[src/rtl/mux_scan_n_pkg.sv]
// mux_scan_n_pkg: shared definitions for the scan/direct multiplexer.
//   st_e        controller state (DIRECT / SCAN), exposed for debug
//   MODE_*      values of the mode input
//   clog2_min1  ceil(log2(n)) clamped to at least 1 bit
package mux_scan_n_pkg;

    typedef enum logic {
        ST_DIRECT = 1'b0,
        ST_SCAN   = 1'b1
    } st_e;

    localparam logic MODE_DIRECT = 1'b0;
    localparam logic MODE_SCAN   = 1'b1;

    function automatic int clog2_min1(input int n);
        return (n > 1) ? $clog2(n) : 1;
    endfunction

endpackage

[src/rtl/mux_scan_n_if.sv]
// mux_scan_n_if: channel inputs, output stream and control of mux_scan_n.
//   in_data/in_valid/in_ready  per-channel inputs, channel c at [c*WIDTH +: WIDTH]
//   mode/sel                   0 = direct (sel picks channel), 1 = scan
//   out_data/out_valid/out_ready/out_ch  registered output stream
//   sel_err                    direct mode with sel >= NCH
//   state                      controller state, for debug
//   out_par                    even parity of out_data (only with MUX_PARITY_EN)
// Handshake: a word moves when valid & ready are both high at a rising clk
// edge; valid may not depend on ready, and a producer holds data stable while
// valid is high and ready is low.
interface mux_scan_n_if
    import mux_scan_n_pkg::*;
#(
    parameter int WIDTH = 3,
    parameter int NCH   = 5
);
    localparam int SEL_W = clog2_min1(NCH);

    logic [NCH*WIDTH-1:0] in_data;
    logic [NCH-1:0]       in_valid;
    logic [NCH-1:0]       in_ready;
    logic                 mode;
    logic [SEL_W-1:0]     sel;
    logic [WIDTH-1:0]     out_data;
    logic                 out_valid;
    logic                 out_ready;
    logic [SEL_W-1:0]     out_ch;
    logic                 sel_err;
    st_e                  state;
`ifdef MUX_PARITY_EN
    logic                 out_par;
`endif

    // Multiplexer side.
    modport slave (
        input  in_data, in_valid, mode, sel, out_ready,
        output in_ready, out_data, out_valid, out_ch, sel_err, state
`ifdef MUX_PARITY_EN
        , out_par
`endif
    );

    // Environment side: drives channels and control, consumes the output.
    modport master (
        output in_data, in_valid, mode, sel, out_ready,
        input  in_ready, out_data, out_valid, out_ch, sel_err, state
`ifdef MUX_PARITY_EN
        , out_par
`endif
    );

endinterface

[src/rtl/mux_scan_n_rr_pointer.sv]
// mux_scan_n_rr_pointer: channel pointer with dwell counter.
//   clk, rst_n  clock, async active-low reset
//   scan_en     scan mode active; dwell counter is cleared otherwise
//   xfer        a word was accepted from cur_ch this cycle
//   skip        move on immediately (current channel has nothing to send)
//   load        direct-mode load of load_ch (takes priority)
//   cur_ch      current channel
module mux_scan_n_rr_pointer
    import mux_scan_n_pkg::*;
#(
    parameter int NCH   = 5,
    parameter int DWELL = 4,
    parameter int SEL_W = clog2_min1(NCH)
) (
    input  logic             clk,
    input  logic             rst_n,
    input  logic             scan_en,
    input  logic             xfer,
    input  logic             skip,
    input  logic             load,
    input  logic [SEL_W-1:0] load_ch,
    output logic [SEL_W-1:0] cur_ch
);
    localparam int CNT_W = clog2_min1(DWELL);

    logic [CNT_W-1:0] dwell_cnt;
    logic [SEL_W-1:0] next_ch;
    logic             dwell_done;

    assign next_ch    = (cur_ch == SEL_W'(NCH - 1)) ? '0 : cur_ch + SEL_W'(1);
    // The transfer happening now is the DWELL-th on this channel.
    assign dwell_done = xfer && (dwell_cnt == CNT_W'(DWELL - 1));

    always_ff @(posedge clk or negedge rst_n) begin
        if (!rst_n) begin
            cur_ch    <= '0;
            dwell_cnt <= '0;
        end else if (load) begin
            cur_ch    <= load_ch;
            dwell_cnt <= '0;
        end else if (!scan_en) begin
            // Direct mode with an illegal select: hold the channel.
            dwell_cnt <= '0;
        end else if (skip || dwell_done) begin
            cur_ch    <= next_ch;
            dwell_cnt <= '0;
        end else if (xfer) begin
            dwell_cnt <= dwell_cnt + CNT_W'(1);
        end
    end

endmodule

[src/rtl/mux_scan_n.sv]
// mux_scan_n: NCH-channel, WIDTH-bit registered multiplexer with valid/ready
// flow control, in direct (sel-driven) or scan (round-robin, DWELL transfers
// per channel) mode.
//   clk, rst_n  clock, async active-low reset
//   bus         mux_scan_n_if.slave (see interface header for signals)
// Optional feature: define MUX_PARITY_EN to add bus.out_par = ^out_data,
// registered alongside out_data.
module mux_scan_n
    import mux_scan_n_pkg::*;
#(
    parameter int WIDTH = 3,
    parameter int NCH   = 5,
    parameter int DWELL = 4
) (
    input  logic        clk,
    input  logic        rst_n,
    mux_scan_n_if.slave bus
);
    localparam int SEL_W = clog2_min1(NCH);

    st_e              state;
    logic             sel_err_q;
    logic [SEL_W-1:0] cur_ch;
    logic [NCH-1:0]   ch_onehot;
    logic [WIDTH-1:0] cur_data;
    logic             cur_valid;
    logic             can_accept;
    logic             accept;
    logic             sel_ok;
    logic [WIDTH-1:0] out_data_q;
    logic             out_valid_q;
    logic [SEL_W-1:0] out_ch_q;

    assign sel_ok = int'(bus.sel) < NCH;

    always_comb begin
        ch_onehot = '0;
        cur_data  = '0;
        for (int c = 0; c < NCH; c++) begin
            ch_onehot[c] = (cur_ch == SEL_W'(c));
            if (cur_ch == SEL_W'(c)) cur_data = bus.in_data[c*WIDTH +: WIDTH];
        end
    end

    // Output register is free or draining this cycle, and no select error.
    assign can_accept   = (!out_valid_q || bus.out_ready) && !sel_err_q;
    assign cur_valid    = |(bus.in_valid & ch_onehot);
    assign accept       = cur_valid && can_accept;
    assign bus.in_ready = ch_onehot & {NCH{can_accept}};

    mux_scan_n_rr_pointer #(
        .NCH   (NCH),
        .DWELL (DWELL),
        .SEL_W (SEL_W)
    ) u_ptr (
        .clk     (clk),
        .rst_n   (rst_n),
        .scan_en (bus.mode == MODE_SCAN),
        .xfer    (accept),
        .skip    ((bus.mode == MODE_SCAN) && !cur_valid),
        .load    ((bus.mode == MODE_DIRECT) && sel_ok),
        .load_ch (bus.sel),
        .cur_ch  (cur_ch)
    );

    // Mode controller: state and sel_err follow the mode/sel inputs one cycle late.
    always_ff @(posedge clk or negedge rst_n) begin
        if (!rst_n) begin
            state     <= ST_DIRECT;
            sel_err_q <= 1'b0;
        end else if (bus.mode == MODE_SCAN) begin
            state     <= ST_SCAN;
            sel_err_q <= 1'b0;
        end else begin
            state     <= ST_DIRECT;
            sel_err_q <= !sel_ok;
        end
    end

    // Output register: replace on accept (covers drain+accept with no bubble),
    // empty on drain-only, hold during a stall.
    always_ff @(posedge clk or negedge rst_n) begin
        if (!rst_n) begin
            out_data_q  <= '0;
            out_valid_q <= 1'b0;
            out_ch_q    <= '0;
        end else if (accept) begin
            out_data_q  <= cur_data;
            out_valid_q <= 1'b1;
            out_ch_q    <= cur_ch;
        end else if (bus.out_ready) begin
            out_valid_q <= 1'b0;
        end
    end

`ifdef MUX_PARITY_EN
    logic out_par_q;

    always_ff @(posedge clk or negedge rst_n) begin
        if (!rst_n) begin
            out_par_q <= 1'b0;
        end else if (accept) begin
            out_par_q <= ^cur_data;
        end
    end

    assign bus.out_par = out_par_q;
`endif

    assign bus.out_data  = out_data_q;
    assign bus.out_valid = out_valid_q;
    assign bus.out_ch    = out_ch_q;
    assign bus.sel_err   = sel_err_q;
    assign bus.state     = state;

endmodule
[src/flat_wrapper.sv]
// flat-port wrapper written by rule: the top's interface ports become plain ports
module mux_scan_n_flat import mux_scan_n_pkg::*;
#(
    parameter int WIDTH = 3,
    parameter int NCH   = 5,
    parameter int DWELL = 4
)
  (clk, rst_n, bus_in_data, bus_in_valid, bus_mode, bus_sel, bus_out_ready, bus_in_ready, bus_out_data, bus_out_valid, bus_out_ch, bus_sel_err, bus_state);
  mux_scan_n_if #(.WIDTH(WIDTH), .NCH(NCH)) bus_i ();
  input  logic clk;
  input  logic rst_n;
  input wire logic [$bits(bus_i.in_data)-1:0] bus_in_data;
  input wire logic [$bits(bus_i.in_valid)-1:0] bus_in_valid;
  input wire logic [$bits(bus_i.mode)-1:0] bus_mode;
  input wire logic [$bits(bus_i.sel)-1:0] bus_sel;
  input wire logic [$bits(bus_i.out_ready)-1:0] bus_out_ready;
  output wire logic [$bits(bus_i.in_ready)-1:0] bus_in_ready;
  output wire logic [$bits(bus_i.out_data)-1:0] bus_out_data;
  output wire logic [$bits(bus_i.out_valid)-1:0] bus_out_valid;
  output wire logic [$bits(bus_i.out_ch)-1:0] bus_out_ch;
  output wire logic [$bits(bus_i.sel_err)-1:0] bus_sel_err;
  output wire logic [$bits(bus_i.state)-1:0] bus_state;
  assign bus_i.in_data = bus_in_data;
  assign bus_i.in_valid = bus_in_valid;
  assign bus_i.mode = bus_mode;
  assign bus_i.sel = bus_sel;
  assign bus_i.out_ready = bus_out_ready;
  assign bus_in_ready = bus_i.in_ready;
  assign bus_out_data = bus_i.out_data;
  assign bus_out_valid = bus_i.out_valid;
  assign bus_out_ch = bus_i.out_ch;
  assign bus_sel_err = bus_i.sel_err;
  assign bus_state = bus_i.state;
  mux_scan_n #(.WIDTH(WIDTH), .NCH(NCH), .DWELL(DWELL)) u_core (.clk(clk), .rst_n(rst_n), .bus(bus_i));
endmodule
[config.mk]
export PLATFORM = sky130hd
export DESIGN_NAME = mux_scan_n_flat
export DESIGN_NICKNAME = d
export VERILOG_FILES = /design/src/rtl/mux_scan_n_pkg.sv /design/src/rtl/mux_scan_n_if.sv /design/src/rtl/mux_scan_n_rr_pointer.sv /design/src/rtl/mux_scan_n.sv /design/src/flat_wrapper.sv
export SDC_FILE = /design/constraint.sdc
export NUM_CORES = 1
export LEC_CHECK = 0
export CORE_MARGIN = 5
export CORE_UTILIZATION = 42
export CTS_BUF_LIST = sky130_fd_sc_hd__clkbuf_2 sky130_fd_sc_hd__clkbuf_4 sky130_fd_sc_hd__clkbuf_8
export DETAILED_ROUTE_END_ITERATION = 10
export PLACE_DENSITY_LB_ADDON = 0.12
export SLEW_MARGIN = 20
export SYNTH_ARGS = -nofsm -noshare
export SYNTH_HDL_FRONTEND = slang
export SYNTH_SLANG_ARGS = --single-unit
[constraint.sdc]
create_clock -name clk -period 2.4 [get_ports clk]
set_input_delay 0.48 -clock clk [delete_from_list [all_inputs] [get_ports clk]]
set_output_delay 0.48 -clock clk [all_outputs]
set_load 0.05 [all_outputs]
# ---- After elaboration in Yosys (flattened, before gate mapping)
# Index checks and enable logic that the tools add are counted.
dict set report op_classes {
  reduce_logical 17
  n_eq_ne 6
  mux 17
  n_lt_le_gt_ge 1
  bitwise 3
  addsub 2
}
# operator count
set op_table {}
lappend op_table {{3-bit 2-to-1 mux} 9}
lappend op_table {{5-bit bitwise AND} 2}
lappend op_table {{2-bit 2-to-1 mux} 4}
lappend op_table {{3-bit by 2-bit == test with 1-bit output (second input constant)} 2}
lappend op_table {{2-bit nonzero test} 3}
lappend op_table {{1-bit logical AND} 5}
lappend op_table {{5-bit OR reduction} 1}
lappend op_table {{1-bit logical NOT} 4}
lappend op_table {{1-bit 2-to-1 mux} 4}
lappend op_table {{4-bit by 1-bit != test with 1-bit output (second input constant)} 1}
lappend op_table {{3-bit by 1-bit adder with 3-bit output (second input constant)} 1}
lappend op_table {{3-bit by 1-bit == test with 1-bit output (second input constant)} 1}
lappend op_table {{3-bit == test (second input constant)} 1}
lappend op_table {{3-bit logical NOT} 1}
lappend op_table {{3-bit < comparator (second input constant)} 1}
lappend op_table {{2-bit by 1-bit adder with 2-bit output (second input constant)} 1}
lappend op_table {{2-bit == test (second input constant)} 1}
lappend op_table {{1-bit logical OR} 2}
lappend op_table {{2-bit AND reduction} 1}
lappend op_table {{1-bit NOT} 1}
dict set report totals {
  output_inout_bits 14
  ff_bits 14
  elab_cells 53
  input_bits 27
}

# ---- Longest topological paths before layout
# Gate-level depths: netlist of the first run.
dict set report depth {
  depth_word 9
  depth_mapped 7
  depth_no_buf 6
}

# ---- Hierarchy
# Synthesis of the first run repeated with hierarchy kept, for this count alone.
dict set report unflattened {
  cells_unflattened 91
  hier_area_um2 964.7
}
# mod n_inst cells_per_inst area_per_inst_um2 seq_area_each_um2
set modules_own_cells {}
lappend modules_own_cells {mux_scan_n 1 60 635.6 225.2}
lappend modules_own_cells {mux_scan_n_rr_pointer 1 31 329.1 125.1}

# ---- Least setup slack after synthesis of the first run
# OpenSTA, ideal clock, no wires.
dict set report synth_timing {
  kind {register -> output}
  startpoint {register u_core.out_valid_q (netlist: u_core.bus.out_valid)}
  endpoint {output bus_in_ready[1]}
  path_buffers 1
  setup_slack_ps -334
  path_stages_with_launch 5
  arrival_ps 2254
  t_required_ps 1920
  cell_sequence {dfrtp_1 -> nand2b_1 -> nand2_1 -> clkbuf_1 -> nor3b_1}
}
dict set report synth_between {
  elab_chain_cells 4
}
# item line_no
set synth_lines {}
lappend synth_lines {{from (decl)} mux_scan_n.sv:31} ;# logic out_valid_q;
lappend synth_lines {{from (signal assigned)} mux_scan_n.sv:85} ;# out_valid_q <= 1'b0;
lappend synth_lines {{from (signal assigned)} mux_scan_n.sv:89} ;# out_valid_q <= 1'b1;
lappend synth_lines {{from (signal assigned)} mux_scan_n.sv:92} ;# out_valid_q <= 1'b0;
lappend synth_lines {{1-bit logical NOT} mux_scan_n.sv:46} ;# assign can_accept = (!out_valid_q || bus.out_ready) && !sel_err_q;
lappend synth_lines {{1-bit logical OR} mux_scan_n.sv:46}
lappend synth_lines {{1-bit logical AND} mux_scan_n.sv:46}
lappend synth_lines {{5-bit bitwise AND} mux_scan_n.sv:49} ;# assign bus.in_ready = ch_onehot & {NCH{can_accept}};
lappend synth_lines {{to (decl)} flat_wrapper.sv:17} ;# output wire logic [$bits(bus_i.in_ready)-1:0] bus_in_ready;
# No other way between the ends.

# ---- Worst setup path in the final report of the first run
dict set report layout_timing {
  startpoint {input bus_out_ready}
  endpoint {output bus_in_ready[1]}
}
dict set report layout_between {
  elab_chain_cells 3
}
# item line_no
set layout_lines {}
lappend layout_lines {{from (decl)} flat_wrapper.sv:16} ;# input wire logic [$bits(bus_i.out_ready)-1:0] bus_out_ready;
lappend layout_lines {{1-bit logical OR} mux_scan_n.sv:46}
lappend layout_lines {{1-bit logical AND} mux_scan_n.sv:46}
lappend layout_lines {{5-bit bitwise AND} mux_scan_n.sv:49}
# No other way between the ends.

==> results of run 1 <==
path summary, 6_finish.rpt:
kind                                        start                endpoint  cells after the start
max                                 bus_out_ready         bus_in_ready[1]                      5
min                        u_core.bus.out_data[1]  u_core.bus.out_data[1]                      2
max reg2reg                u_core.u_ptr.cur_ch[0]  u_core.u_ptr.cur_ch[0]                      6
min reg2reg                u_core.bus.out_data[1]  u_core.bus.out_data[1]                      2
max in group asynchronous                   rst_n  u_core.u_ptr.cur_ch[2]                      1
min in group asynchronous                   rst_n    u_core.bus.out_ch[2]                      1
state kept, by name, indices dropped and copies added, names as in the netlist:
register and count:
u_core.u_ptr.cur_ch 3, u_core.bus.sel_err 1, u_core.u_ptr.dwell_cnt 2, u_core.bus.out_valid 1, u_core.bus.out_data 3, u_core.bus.state 1
u_core.bus.out_ch 3
routing by layer:
| metal | vias to the layer above | GRT usage (%) |
|---|---|---|
| met5 | - | 0 |
| met4 | 0 | 6.10 |
| met1 | 424 | 18.3 |
| met3 | 2 | 3.25 |
| met2 | 28 | 28.4 |
| li1 | 444 | - |
timing repair:
action	4_1_cts	5_1_grt
endpoints found under the setup margin	0	1
resized for setup	0	0
hold buffers	0	0
cell usage after synthesis:
cell type   n  area share [%]
a22o_1      2             2.0
a21oi_1     6             3.3
nor3b_1     3             2.5
o21ai_1     4             2.2
clkbuf_1    1            0.42
nand2b_1    7             4.9
a222oi_1    1             1.1
nor2_1      7             2.9
or2_1       1            0.70
nand2_1    15             6.3
a21bo_2     1             1.1
or3_1       1            0.70
a22oi_1     1            0.84
mux2_1      1             1.3
mux2_2      1             1.3
o21ai_0     9             5.0
nand4b_1    1            0.98
ha_1        6             8.4
and3_1      1            0.70
dfrtp_1    14              39
a32o_1      1             1.1
buf_6       2             2.5
inv_1       4             1.7
mux2_4      1             1.7
mux2i_1     1             1.1
a31oi_1     3             2.1
o221ai_2    1             1.7
o31ai_1     3             2.5
tightest hold or removal path, delay by kind of cell, from the launching register on:
family / cells / cell delay [ns]
flip-flops: 1 / 0.35
AO/OA/AOI/OAI: 2 / 0.14
power groups by stage:
| stage | sequential (mW) | clock (mW) | combinational, mW |
|---|---|---|---|
| 3_5_place_dp | 0.397 | 0 | 1.18 |
| 5_1_grt | 0.403 | 0.180 | 1.26 |
| 6_report | 0.391 | 0.169 | 1.18 |
| 2_1_floorplan | 0.551 | 0 | 0.616 |
| 4_1_cts | 0.392 | 0.172 | 1.18 |
| 3_3_place_gp | 0.390 | 0 | 1.16 |
layout by cell type, fill, tap and decap left out, types with 2 or more instances in the layout:
cell              n
clkdlybuf4s50_1  35
nand2_1          15
dfrtp_1          14
o21ai_0           9
nand2b_1          7
nor2_1            7
a21oi_1           6
ha_1              6
buf_12            5
inv_1             4
o21ai_1           4
nor3b_1           3
a31oi_1           3
o31ai_1           3
clkbuf_4          3
buf_4             3
a22o_1            2
through the flow:
| step | cell area [sq um] | hold slack, ns | util, % |
|---|---|---|---|
| CTS | 1410 | 0.536 | 70.6 |
| detailed placement | 1380 | 0.516 | 68.8 |
| floorplan | 897 | 0.184 | - |
| global route | 1410 | 0.552 | 70.6 |
| finish | 1410 | 0.528 | 70.6 |
| global placement | 1380 | 0.490 | 68.8 |
area by class of cell:
| class | count | share of cell area (%) |
|---|---|---|
| Sequential cell | 14 | 24.8 |
| Timing Repair Buffer | 43 | 33.5 |
| Multi-Input combinational cell | 78 | 35.8 |
| Tap cell | 27 | 2.39 |
| Inverter | 4 | 1.06 |
| Clock buffer | 4 | 2.57 |
cell families (layout without fill, tap and decap cells):
kind of cell,count (synthesis),in the layout
buf+inv,7,51
simple gates,36,36
mux,4,4
flops,14,14
compound gates,32,32
fa+ha+maj,6,6
==> impl_metrics.tcl, run 1 <==
set metrics [dict create \
    maxSlewViolCount 0 \
    drc 0 \
    pwr-share-clk_pct 9.7 \
    path_max_fanout 6 \
    worstMarginPinSlew_ns 0.632 \
    synth_fa_ha_area_share_pct 8.37 \
    synth_cells 99 \
    clk_pin_slew_ns 0.09 \
    yosys.area_share.xor_xnor_pct 0 \
    pwr_density_cell_nw_per_um2 1230 \
    ys_seq_area_share_pct 39.1 \
    hpwl_um 2050 \
    io_buffer_count 40 \
    finalNonFillerCells 170 \
    crit_slowest_cell "clkdlybuf4s50_1" \
    max_freq_mhz 429 \
    drt_first_pass_iters 4 \
    fillers 173 \
    cts_tree "built" \
    syn_nets 132 \
    dr_wl_met3_um 151 \
    vdd_drop_max_uv 752 \
    ant_nets 0 \
    via_per_inst 5.28 \
    p_total_mw 1.74 \
    yosys-mux-area-fraction_pct 5.30 \
    drtIter0Drc 18 \
    via_count 898 \
    design.die.area_sq_um 3160 \
    fin_skew_ns 0.00344 \
    yosys.area_share.simple_pct 19.7 \
    post-route-period-util_pct 97.2 \
    top_layer_used "met4" \
    cts_max_path_buffers 2 \
    fin_nets 177 \
    grt_usage_pct 15.9 \
    regArea_sq_um 350 \
    p_int_uw 904 \
    antenna_found_initial 0 \
    crit_type "input port to output pin" \
    startpoint_type "input port" \
    row_count 16 \
    finalSetupViolCount 0 \
    areaGrowthSynthToFinish_pct 57.6 \
    post-cts-setup-buffer-count 0 \
    switching_power_uw 834 \
    cp.required_ns 1.92 \
    ys_seq_elements 14 \
    dp_slack_ns 0.0770 \
    rsz0062_at_grt "true" \
    grt_pass1_wl_um 4020 \
    syn_area_per_cell_sq_um 9.06 \
    core_region_area_sq_um 2000 \
    gp_routability_congestion 0.813 \
    cts.sinks 14 \
    met2_wirelength_um 1290 \
    status "complete, no violations" \
    grt_max_degree 15 \
    ios 41 \
    n_antenna_cell 0 \
    critPathCaptureType "output pin" \
    grt_pass1_vias 900 \
    synth_compound_area_share_pct 23.0 \
    grt_overflow 0 \
    comb_power_share_pct 67.7 \
    power_leakage_nw 0.617 \
    cts_root_buf "clkbuf_4" \
    pwr-share-seq_pct 22.5 \
    synth_cell_types 28 \
    slowest_delay_ns 0.44 \
    start_util_pct 44.8 \
    tns_ns 0 \
    die_w_um 56.2 \
    path_cells "clkdlybuf4s50_1 > nand2b_1 > nand2_1 > nor3b_1 > buf_12" \
    swShare_pct 48.0 \
    fin_ws_ns 0.0677 \
    routed_wl_um 2450 \
    layout-drive-gt1-share_pct 11.2 \
    netlist_area_sq_um 897 \
    fin_crit_ns 2.33 \
    worst-path-buf-inv 2 \
    route.layer.met1.wl_um 988 \
    hold_viol 0 \
    slew_headroom_pct 57.8 \
    multiInputGateArea_sq_um 505 \
    maxCapViolations 0 \
    hold_class "register to register" \
    die-height_um 56.2 \
    cts_made_buffers 3 \
    critPathArrivalTime_ns 1.85 \
    ctsHtreeMaxLevel 1 \
    post_drt_wl_per_cell_um 14.4 \
    clkLatencyLatePin_ns 0.27 \
    synth_top_family_by_area "compound AO/OA/AOI/OAI gates" \
    yosysWarnings 0 \
    crit_family "simple AND/OR/NAND/NOR gates" \
    rrSetupSlack_ns 0.36 \
    dp_cells 166 \
]
(Power assumes the default switching activity.)
==> run 2, diff against run 1 <==
--- a/config.mk
+++ b/config.mk
@@ -9,6 +9,8 @@
 export CORE_UTILIZATION = 42
 export CTS_BUF_LIST = sky130_fd_sc_hd__clkbuf_2 sky130_fd_sc_hd__clkbuf_4 sky130_fd_sc_hd__clkbuf_8
 export DETAILED_ROUTE_END_ITERATION = 10
+export GPL_TIMING_DRIVEN = 0
+export MAX_ROUTING_LAYER = met4
 export PLACE_DENSITY_LB_ADDON = 0.12
 export SLEW_MARGIN = 20
 export SYNTH_ARGS = -nofsm -noshare
==> impl_metrics.tcl, run 2 (synthesis results as in run 1) <==
set metrics [dict create \
    status "complete, no violations" \
    drc 0 \
    fin_ws_ns 0.0983 \
    cts_tree "built" \
    p_total_mw 1.68 \
    slowest_delay_ns 0.46 \
    slew_headroom_pct 55.5 \
    crit_type "input port to output pin" \
    critPathCaptureType "output pin" \
    core_region_area_sq_um 2000 \
    cts_root_buf "clkbuf_4" \
    final_common_cell "clkdlybuf4s50_1" \
    whs_path_depth 2 \
    clkLatencyLatePin_ns 0.28 \
    gp_routability_congestion 0.818 \
    routed_wl_um 2600 \
    critPathArrivalTime_ns 1.82 \
    path_cells "clkdlybuf4s50_1 > nand2b_4 > nand2_2 > clkbuf_8 > nor3b_1 > buf_4" \
    power_leakage_nw 0.611 \
    ctsHtreeMaxLevel 1 \
    dp_slack_ns -0.746 \
    cts_max_path_buffers 2 \
    n_antenna_cell 0 \
    io_buffer_count 40 \
    fin_nets 178 \
    r2r-end "u_core.bus.out_data[0]" \
    post_drt_wl_per_cell_um 15.3 \
    finalSetupViolCount 0 \
    max_freq_mhz 434 \
    cp.required_ns 1.92 \
    min_to "u_core.bus.out_data[1]" \
    hold_class "register to register" \
    fin_util_pct 68.8 \
    cts_made_buffers 3 \
    hpwl_um 2070 \
    holdCritStartpoint "u_core.bus.out_data[1]" \
    layout-drive-gt1-share_pct 14.0 \
    die_w_um 56.2 \
    drt_first_pass_iters 4 \
    rrSetupSlack_ns 0.31 \
    cts.sinks 14 \
    path_max_fanout 10 \
    worstMarginPinSlew_ns 0.665 \
    placed_area_sq_um 1330 \
    start_util_pct 44.8 \
    antenna_found_initial 0 \
    clk_pin_slew_ns 0.07 \
    vdd_drop_max_uv 715 \
    maxSlewViolCount 0 \
    hold_viol 0 \
    drtIter0Drc 17 \
    grt_max_degree 15 \
    maxCapViolations 0 \
    die-height_um 56.2 \
    crit_slowest_cell "clkdlybuf4s50_1" \
    via_count 903 \
    ant_nets 0 \
    fin_skew_ns 0.00571 \
    rr_startpoint "u_core.u_ptr.cur_ch[0]" \
    reg2reg_depth 8 \
    design.die.area_sq_um 3160 \
    post-route-period-util_pct 95.9 \
    grt_usage_pct 17.4 \
    via_per_inst 5.31 \
    areaGrowthSynthToFinish_pct 53.6 \
    ios 41 \
    fin_crit_ns 2.30 \
    grt_overflow 0 \
    fin_area_sq_um 1380 \
    grt_pass1_wl_um 4300 \
    row_count 16 \
    grt_pass1_vias 909 \
    pwr_density_cell_nw_per_um2 1220 \
    rsz0062_at_grt "false" \
    startpoint_type "input port" \
    final_cell_mix "35 x clkdlybuf4s50_1, 14 x dfrtp_1, 13 x nand2_1" \
]
-- run 2: report_power, final --
group	switching, mW	internal, mW	total, mW	leakage, nW
Combinational	0.717	0.459	1.18	0.420
Sequential	0.0528	0.323	0.376	0.177
Clock	0.0702	0.0582	0.128	0.0138
Total	0.839	0.841	1.68	0.611
-- run 2: layout make-up --
class	count	area (sq um)
multi-input combinational	78	523
timing repair buffer	41	397
inverter	4	15.0
clock buffer	3	22.5
tap	27	33.8
sequential	14	350
fill	164	624
buffer	3	36.3
-- run 2: critical path: cells and delay by family --
kind | cells | cell delay (ns)
AND/OR/NAND/NOR | 3 | 0.45
buffers and inverters | 3 | 0.88
-- run 2: repair_timing --
action                                  4_1_cts  5_1_grt
gates resized for setup                      33        3
setup buffers                                 0        1
gates cloned                                  0        0
pin swaps                                     0        1
endpoints found under the setup margin        5       13
hold buffers                                  0        0
-- run 2: per-layer routing --
metal  up-vias  wire length, um  global-route usage [%]
met5         -                0                       -
met4         0                0                    2.03
met3         0              163                    5.80
met2        27             1380                    29.7
met1       433             1060                    20.3
li1        443                -                       -
-- run 2: how the worst max path moves through the flow --
stage / from / endpoint / slack, ns / cells past startpoint
2_1_floorplan: u_core.bus.out_valid / bus_in_ready[1] / -0.33 / 4
3_3_place_gp: bus_out_ready / bus_in_ready[2] / -0.67 / 6
3_5_place_dp: bus_out_ready / bus_in_ready[2] / -0.75 / 6
6_report: bus_out_ready / bus_in_ready[0] / 0.1 / 6
4_1_cts: bus_out_ready / bus_in_ready[0] / 0.006 / 6
5_1_grt: u_core.u_ptr.cur_ch[0] / bus_in_ready[4] / 0.03 / 5
-- run 2: metrics by stage --
stage	TNS [ns]	std cells	hold slack (ns)
finish	0	170	0.512
floorplan	-0.984	99	0.184
global route	0	170	0.546
detailed placement	-2.84	166	0.499
CTS	0	169	0.517
global placement	-2.66	166	0.494
==> patch: new RTL, flow settings as in run 1 <==
`DWELL` is set to 4 in 3 places; all go to 5.
--- a/src/rtl/mux_scan_n_rr_pointer.sv
+++ b/src/rtl/mux_scan_n_rr_pointer.sv
@@ -9,7 +9,7 @@
     import mux_scan_n_pkg::*;
 #(
     parameter int NCH   = 5,
-    parameter int DWELL = 4,
+    parameter int DWELL = 5,
     parameter int SEL_W = clog2_min1(NCH)
 ) (
     input  logic             clk,
--- a/src/rtl/mux_scan_n.sv
+++ b/src/rtl/mux_scan_n.sv
@@ -10,7 +10,7 @@
 #(
     parameter int WIDTH = 3,
     parameter int NCH   = 5,
-    parameter int DWELL = 4
+    parameter int DWELL = 5
 ) (
     input  logic        clk,
     input  logic        rst_n,
--- a/src/flat_wrapper.sv
+++ b/src/flat_wrapper.sv
@@ -3,7 +3,7 @@
 #(
     parameter int WIDTH = 3,
     parameter int NCH   = 5,
-    parameter int DWELL = 4
+    parameter int DWELL = 5
 )
   (clk, rst_n, bus_in_data, bus_in_valid, bus_mode, bus_sel, bus_out_ready, bus_in_ready, bus_out_data, bus_out_valid, bus_out_ch, bus_sel_err, bus_state);
   mux_scan_n_if #(.WIDTH(WIDTH), .NCH(NCH)) bus_i ();
Function: changed (a bounded check fails within 10 cycles, from zero or initial values and one cycle with rst_n low).
==> patch against run 1 <==
- design area is 4.8% higher
- total power increased by 3.1%
- first-iteration DRC count increased by 5.6%
- critical path depth stayed put
- sequential share of layout area increased by 0.56 points
- routed wire length down 2.5%
- fmax increased by 4.2%
- synthesized area up 6.7%
- core utilization shrank 3.0 points
- sequential cell count increased by 1
- setup slack better by 94 ps
- highest routed layer unchanged
==> patch: results (changes against run 1) <==
----------------------------------------------------
[Drt]
  First-pass iteration count of the detailed router ... 4 (unchanged)
  Drt wl/cell ... 13.88 µm (was 14.39 µm)
  Overall via count from detail_route ... 883 (was 898)
  Iteration-0 DRC count of the detailed router ... 19 (was 18)

[Timing]
  Final cycle utilization of the critical path ... 93.25% (was 97.18%)
  Max Clock Skew ... 6.975 ps (was 3.441 ps)
  Hold WS ... 516.1 ps (was 527.9 ps)
  Slew @ Worst Pin ... 683.3 ps (was 631.7 ps)

[Global routing]
  Total track usage ... 15.45% (was 15.87%)
  Number of antenna violations at the first check in global routing ... 0 (unchanged)
  Vias in the first global route ... 857 (was 900)
  First-pass GRT wire length ... 4043 µm (was 4015 µm)
  Largest net degree at the start of global routing ... 16 (was 15)

[Layout]
  Proportion of layout cells with a drive suffix above 1 ... 16.67% (was 11.19%)
  Number of nets in the layout ... 179 (was 177)
  N_diodes ... 0 (unchanged)
  Post-route insts no fill ... 172 (was 170)

[Yosys]
  Syn Inst Count ... 99 (unchanged)
  Post-synth top cells ... 15 x sky130_fd_sc_hd__dfrtp_1, 11 x sky130_fd_sc_hd__nand2_1, 10 x sky130_fd_sc_hd__inv_1 (was 15 x sky130_fd_sc_hd__nand2_1, 14 x sky130_fd_sc_hd__dfrtp_1, 9 x sky130_fd_sc_hd__o21ai_0, 7 x sky130_fd_sc_hd__nand2b_1, 7 x sky130_fd_sc_hd__nor2_1)
  Net count after synthesis ... 133 (was 132)
  Count of distinct cell types in the synthesized netlist ... 27 (was 28)
  Sequential area share after synthesis ... 39.22% (was 39.05%)
  Synth area leaders ... sky130_fd_sc_hd__dfrtp_1 39%, sky130_fd_sc_hd__ha_1 9.2%, sky130_fd_sc_hd__mux2_2 7.1% (was sky130_fd_sc_hd__dfrtp_1 39%, sky130_fd_sc_hd__ha_1 8.4%, sky130_fd_sc_hd__nand2_1 6.3%)
  Fraction of synthesis flops using an asynchronous set or reset pin ... 100.0% (unchanged)

[Clock tree]
  CTS clk-pin slew, worst paths ... 90 ps (about the same)
  Latest clock arrival within the worst-skew pair ... 280 ps
  Clock buffers created by TritonCTS ... 3 (unchanged)
  Setup Fix Bufs, Post-CTS ... 0 (unchanged)
  CTS resizes ... 0 (unchanged)
  Buffer levels on the longest clock path ... 2 (unchanged)

[Critical path]
  Crit-path max FO ... 4 (was 6)
  Register-to-register path setup slack ... 440 ps (was 360 ps)
  Slowest stage cell on the critical path ... sky130_fd_sc_hd__clkdlybuf4s50_1 (unchanged)
  Arr. time, crit path ... 1760 ps (was 1850 ps)

[Power and ir drop]
  Max VDD drop ... 0.0007331 V (was 0.0007515 V)
  Leakage power ... 0.0006572 µW (was 0.0006171 µW)

[Place]
  Gpl congestion ... 0.7673 (was 0.8130)
  Placed Area ... 1454 µm² (was 1378 µm²)
  Post-detailed-placement half-perimeter wirelength ... 2018 µm (was 2055 µm)
  Port buffer count ... 40 (unchanged)
  Pre-CTS setup slack ... 137.4 ps (was 77.02 ps)

[Status]
  Result of the run ... finished clean (unchanged)

----------------------------------------------------
==> patch: kinds of logic (layout without fill, tap and decap cells) <==
group,count (synthesis),in the layout,synth area share [%]
and+or+nand+nor,35,35,18.17
AOI/OAI and AO/OA,20,20,16.08
DFF,15,15,39.22
buffers and inverters,12,57,5.621
muxes,10,10,11.76
adders and majority gates,7,7,9.150
==> patch: final cells by class <==
cell class | instances | area, µm²
Clock inverter | 1 | 5.005
Sequential cell | 15 | 375.4
Timing Repair Buffer | 43 | 473.0
Fill cell | 173 | 709.4
Multi-Input combinational cell | 72 | 533.0
Inverter | 10 | 37.54
Tap cell | 28 | 35.03
Clock buffer | 3 | 22.52
==> patch: routing by layer <==
metal / part of all wire, % / vias to the layer above / track usage (%) / routed length, µm
li1: - / 438 / - / -
met2: 50 / 20 / 26.13 / 1196
met1: 44 / 423 / 19.62 / 1056
met4: 0.42 / 0 / 1.987 / 10
met3: 5.2 / 2 / 5.122 / 123
met5: 0 / - / 0 / 0
==> patch: where the power goes <==
group	switching (µW)	total (µW)	leakage (µW)	internal, µW
Combinational	696	1250	0.000450	552
Sequential	54.1	399	0.000190	345
Clock	81.2	143	0.0000177	61.9
==> patch: final timing paths <==
kind	from	cells after the start	end
worst min-delay path	u_core.bus.out_data[1]$_DFFE_PN0P_	1	u_core.bus.out_data[1]$_DFFE_PN0P_
worst max-delay path	bus_out_ready	5	bus_in_ready[1]
min in group asynchronous	rst_n	1	u_core.bus.out_valid$_DFFE_PN0P_
max in group asynchronous	rst_n	1	u_core.bus.out_ch[1]$_DFFE_PN0P_
worst min register to register	u_core.bus.out_data[1]$_DFFE_PN0P_	1	u_core.bus.out_data[1]$_DFFE_PN0P_
worst max register to register	u_core.u_ptr.cur_ch[0]$_DFFE_PN0P_	6	u_core.u_ptr.cur_ch[2]$_DFFE_PN0P_
